[src/rtl/cla_4.sv]
// 4-bit carry-lookahead adder with group propagate/generate and signed overflow.
// REG_OUT selects a one-cycle registered result or a purely combinational one.
module cla_4 #(
  parameter bit REG_OUT = 1'b1
) (
  input  logic       clk,
  input  logic       rst_n,
  input  logic       in_valid,
  input  logic [3:0] a,
  input  logic [3:0] b,
  input  logic       cin,
  output logic [3:0] sout,
  output logic       cout,
  output logic       grp_p,
  output logic       grp_g,
  output logic       ovf,
  output logic       out_valid
);

  // Handshake: valid-only stream. in_valid qualifies a/b/cin in the cycle it is
  // high; out_valid qualifies every result output. There is no ready: one
  // operand set is accepted every cycle and the result registers load always.

  logic [3:0] g;
  logic [3:0] p;
  logic [4:0] c;
  logic [3:0] sum_d;
  logic       grp_p_d;
  logic       grp_g_d;
  logic       ovf_d;

  assign g = a & b;
  assign p = a ^ b;

  // Every carry is a flat sum-of-products on the bit terms and cin.
  assign c[0] = cin;
  assign c[1] = g[0] | (p[0] & cin);
  assign c[2] = g[1] | (p[1] & g[0]) | (p[1] & p[0] & cin);
  assign c[3] = g[2] | (p[2] & g[1]) | (p[2] & p[1] & g[0])
              | (p[2] & p[1] & p[0] & cin);
  assign c[4] = g[3] | (p[3] & g[2]) | (p[3] & p[2] & g[1])
              | (p[3] & p[2] & p[1] & g[0]) | (p[3] & p[2] & p[1] & p[0] & cin);

  assign sum_d   = p ^ c[3:0];
  assign grp_p_d = &p;
  assign grp_g_d = g[3] | (p[3] & g[2]) | (p[3] & p[2] & g[1])
                 | (p[3] & p[2] & p[1] & g[0]);
  assign ovf_d   = c[4] ^ c[3];

  generate
    if (REG_OUT) begin : g_reg
      logic [3:0] sout_q;
      logic       cout_q;
      logic       grp_p_q;
      logic       grp_g_q;
      logic       ovf_q;
      logic       valid_q;

      always_ff @(posedge clk or negedge rst_n) begin
        if (!rst_n) begin
          sout_q  <= 4'h0;
          cout_q  <= 1'b0;
          grp_p_q <= 1'b0;
          grp_g_q <= 1'b0;
          ovf_q   <= 1'b0;
          valid_q <= 1'b0;
        end else begin
          sout_q  <= sum_d;
          cout_q  <= c[4];
          grp_p_q <= grp_p_d;
          grp_g_q <= grp_g_d;
          ovf_q   <= ovf_d;
          valid_q <= in_valid;
        end
      end

      assign sout      = sout_q;
      assign cout      = cout_q;
      assign grp_p     = grp_p_q;
      assign grp_g     = grp_g_q;
      assign ovf       = ovf_q;
      assign out_valid = valid_q;
    end else begin : g_comb
      assign sout      = sum_d;
      assign cout      = c[4];
      assign grp_p     = grp_p_d;
      assign grp_g     = grp_g_d;
      assign ovf       = ovf_d;
      assign out_valid = in_valid;
    end
  endgenerate

endmodule

[config.mk]
export PLATFORM = sky130hd
export DESIGN_NAME = cla_4
export DESIGN_NICKNAME = d
export VERILOG_FILES = /design/src/rtl/cla_4.sv
export SDC_FILE = /design/constraint.sdc
export NUM_CORES = 1
export LEC_CHECK = 0
export CORE_AREA = 2 2 39 41
export CTS_BUF_LIST = sky130_fd_sc_hd__clkbuf_16
export DETAILED_ROUTE_END_ITERATION = 6
export DIE_AREA = 0 0 41 43
export PLACE_DENSITY = 0.67
export SETUP_SLACK_MARGIN = 0.3
export SYNTH_ARGS = -nofsm -noshare
export SYNTH_HDL_FRONTEND = slang
export SYNTH_SLANG_ARGS = --single-unit
[constraint.sdc]
create_clock -name clk -period 0.8 [get_ports clk]
set_input_delay 0.16 -clock clk [delete_from_list [all_inputs] [get_ports clk]]
set_output_delay 0.16 -clock clk [all_outputs]
set_load 0.05 [all_outputs]
# Word-level counts from Yosys, hierarchy flattened
# Index checks and enable logic that the tools add are counted.
# totals
regBits	9
out_inout_bits	9
# op_classes
bitwise	30
reduce_logical	1
# ops
cell	count
1-bit bitwise AND	16
1-bit bitwise OR	10
4-bit bitwise XOR	2
4-bit bitwise AND	1
4-bit AND reduction	1
1-bit bitwise XOR	1

# Depth between registers and ports, before layout
# Gate-level depths: netlist of the first run.
# depth
ltp_word	7
depth_mapped	5
ltp_nobuf	5

# Worst setup path before layout of the first run
# OpenSTA, ideal clock, no wires.
# synth_path
kind	input to register
start	in a[1]
end	reg g_reg.ovf_q (netlist: ovf)
t_arrival_ns	1.027
required_time_ns	0.677
path_slack_ns	-0.350
cell_stages	5
n_path_buf	0
path_cell_list	ha_1 a21oi_1 o221ai_2 xnor2_1 o21ai_1
# synth_between
elab_chain_cells	6
# synth_rtl
item	line_no	text
from (decl)	9	input logic [3:0] a,
4-bit bitwise AND / 4-bit bitwise XOR (equally long branches)	32, 33	
1-bit bitwise AND, on equally long branches	-	
1-bit bitwise OR (tied with other cells)	41	assign c[4] = g[3] | (p[3] & g[2]) | (p[3] & p[2] & g[1])
1-bit bitwise OR (tied with other cells)	42	| (p[3] & p[2] & p[1] & g[0]) | (p[3] & p[2] & p[1] & p[0] & cin);
1-bit bitwise OR, on equally long branches	42, 40	
1-bit bitwise XOR (*)	48	assign ovf_d = c[4] ^ c[3];
via ovf_d	30	logic ovf_d;
to (signal assigned)	72	ovf_q <= ovf_d;
to (decl)	56	logic ovf_q;
# The timed path passes the listed nets; every way through them passes the cells marked *.

# Worst setup path in the final report of the first run
# layout_path
start	reg g_reg.grp_p_q (netlist: grp_p)
end	out grp_p
# layout_rtl
item	line_no	text
from (decl)	54	logic grp_p_q;
from (signal assigned)	70	grp_p_q <= grp_p_d;
to (decl)	14	output logic grp_p,
# No word-level cell between the ends.

==> results of run 1 <==
[routing by layer]
metal | up-vias | global-route usage
met5 | - | 0
met4 | 0 | 0.127
met3 | 2 | 0.0314
met2 | 14 | 0.281
met1 | 204 | 0.215
li1 | 197 | -
[cells in the final DEF (no fill, tap or decap), drive strengths merged]
| master | n |
|---|---|
| ha | 4 |
| inv | 3 |
| clkdlybuf4s50 | 2 |
| o21ai | 2 |
| clkbuf | 3 |
| fa | 1 |
| nor2 | 5 |
| nand3 | 1 |
| o21bai | 1 |
| nand2 | 4 |
| a211oi | 1 |
| nand2b | 1 |
| xnor2 | 2 |
| dfrtp | 9 |
| o211ai | 1 |
| buf | 27 |
| xor2 | 1 |
| a21oi | 2 |
| o221ai | 1 |
| clkdlybuf4s15 | 1 |
[layout make-up]
class	count	area (um^2)
sequential	9	235
inverter	2	7.51
multi-input combinational	27	328
clock inverter	1	3.75
clock buffer	3	75.1
timing repair buffer	30	412
fill	74	303
tap	16	20.0
[where the power goes]
group / total, mW / switching [mW] / internal, mW
logic: 0.934 / 0.443 / 0.491
registers: 0.582 / 0.0514 / 0.531
clock network: 0.849 / 0.198 / 0.651
[registers in the layout, summed over array words and instances (netlist names)]
register	cells
out_valid	1
ovf	1
grp_g	1
cout	1
grp_p	1
sout	4
[logic make-up after synthesis]
logic type      after synthesis
xor+xnor                      3
fa+ha+maj                     5
simple gates                 11
flops                         9
compound gates                8
buf+inv                       2
[how the worst min path moves through the flow]
stage / endpoint / startpoint / cells past startpoint
2_1_floorplan: cout$_DFF_PN0_ / rst_n / 0
3_3_place_gp: sout[1]$_DFF_PN0_ / rst_n / 2
3_5_place_dp: out_valid$_DFF_PN0_ / rst_n / 2
4_1_cts: ovf$_DFF_PN0_ / a[2] / 3
5_1_grt: grp_p$_DFF_PN0_ / rst_n / 2
6_report: ovf$_DFF_PN0_ / rst_n / 2
[repair_timing]
item | 4_1_cts | 5_1_grt
pin swaps | 16 | 9
gates resized for setup | 56 | 6
endpoints found under the setup margin | 17 | 17
buffers inserted | 3 | 0
endpoints found under the hold margin | 0 | 0
[metrics by stage]
stage,setup WS (ns),cell area (um^2),setup TNS [ns]
floorplan,-0.186,512,-0.597
global placement,-0.759,887,-5.34
detailed placement,-0.787,887,-5.50
CTS,-0.149,1060,-1.58
global route,-0.163,1080,-2.02
finish,-0.145,1080,-1.69
==> metrics, run 1 <==
failing checks setup timing; Antenna Nets Post-Route 0; layout cell share with drive strength beyond 1 0.750; Synth Area in Adders 0.158; mapped cell area 443 um^2; Critical Path Source Type flip-flop; post-synthesis sequential area ratio 0.508; Die Y 43 um; unrepaired setup endpoints after global routing true; Final Non-Filler Cells 88; syn_area_per_cell 11.7 um^2; Req. time, crit path 0.64 ns; final wirelength 1240 um; met2 wire length 657 um; overall routing resource usage 0.182; critical path cell sequence buf_12; Async S/R FF share, synth 1.00; routed vias 417; Synth area leader dfrtp_1; pin count of the biggest net entering global routing 10; Post-Synth Simple-Gate Area 0.119; max_slew headroom 0.819; DRC viols 0; ys flop type dfrtp_1; M1 wire length 498 um; number of synthesized flops with an enable pin 0; largest cells by area after synthesis dfrtp_1 51%, ha_1 11%, fa_1 4.5%; Cell Rows 14; initial antenna violation count 0; die area 1760 um^2; vias in the first global route 458; yosys warns 0; HP Class input pin to async pin; CP max FO 1; syn nets 55; # setup viols final 14; largest family of logic cells by synthesized area adder cells; Inst Count DP 81; clock slew at reported path FFs 0.04 ns; crit share post-route 1.18; xor-xnor portion of the synthesized cell area 0.0593; global-route wire length before repair 2100 um; status finished, violations left; CTS Buf Count 3; initial DRC count 1; post-route minimum period 0.945 ns; cell count after synthesis 38; Max Buffers Root-to-Sink 2; count of cell types in the netlist 19; highest routed layer met4; Core Area 1380 um^2; Ports 21; GRT overflow 0; via-per-instance ratio 4.74; synthesized flop and latch total 9; Fin. Hold Viols 0; top-count cell post-synth dfrtp_1; Max VDD drop 1000 uV; # diodes 0; crit end category output port; crit path to grp_p; fin util 0.781; Crit. Startpoint grp_p$_DFF_PN0_; fmax 1.06 GHz; max-slew violation count 0; WP buf/inv 1; Arr. time, crit path 0.79 ns; Power, Total 2.37 mW; CTS Hold Bufs 0; met3 wire length 59 um; CP top delay family flip-flops; dpl hpwl 829 um; Die X 41 um; Slowest cell on crit path dfrtp_2; Synth Area in Compound Gates 0.138; max incr delay on CP 0.40 ns; Cell Pwr Density 2190 nW/um^2; Post-synth top cells 9 x dfrtp_1, 5 x nor2_1, 4 x ha_1; root buf cell clkbuf_16; fin nets 90; Worst Tran Pin Value 0.270 ns; Placer Congestion 0.711; # port buffers 20; H-Tree Level Count 1; max cap viols 0; final hold slack 0.251 ns; Starting Density 0.320; number of cells on the critical path 1; CTS tree yes; Synth-to-Final Area Change 144%; Lkg Pwr 0.451 nW; setup ws final -0.145 ns; Synth top area share 0.508; mux contribution to synthesized area 0; WL/cell 14.1 um; clock sink count 9; WS Path Type flip-flop to output port; TritonRoute pass-1 iters 2
Note: power is estimated with default switching activity, not from simulation.
==> inputs of run 2 (changes only) <==
Settings changed: SLEW_MARGIN set to 20.
==> results of run 2 <==
No change in the layout: final DEF, timing and power equal those of run 1.
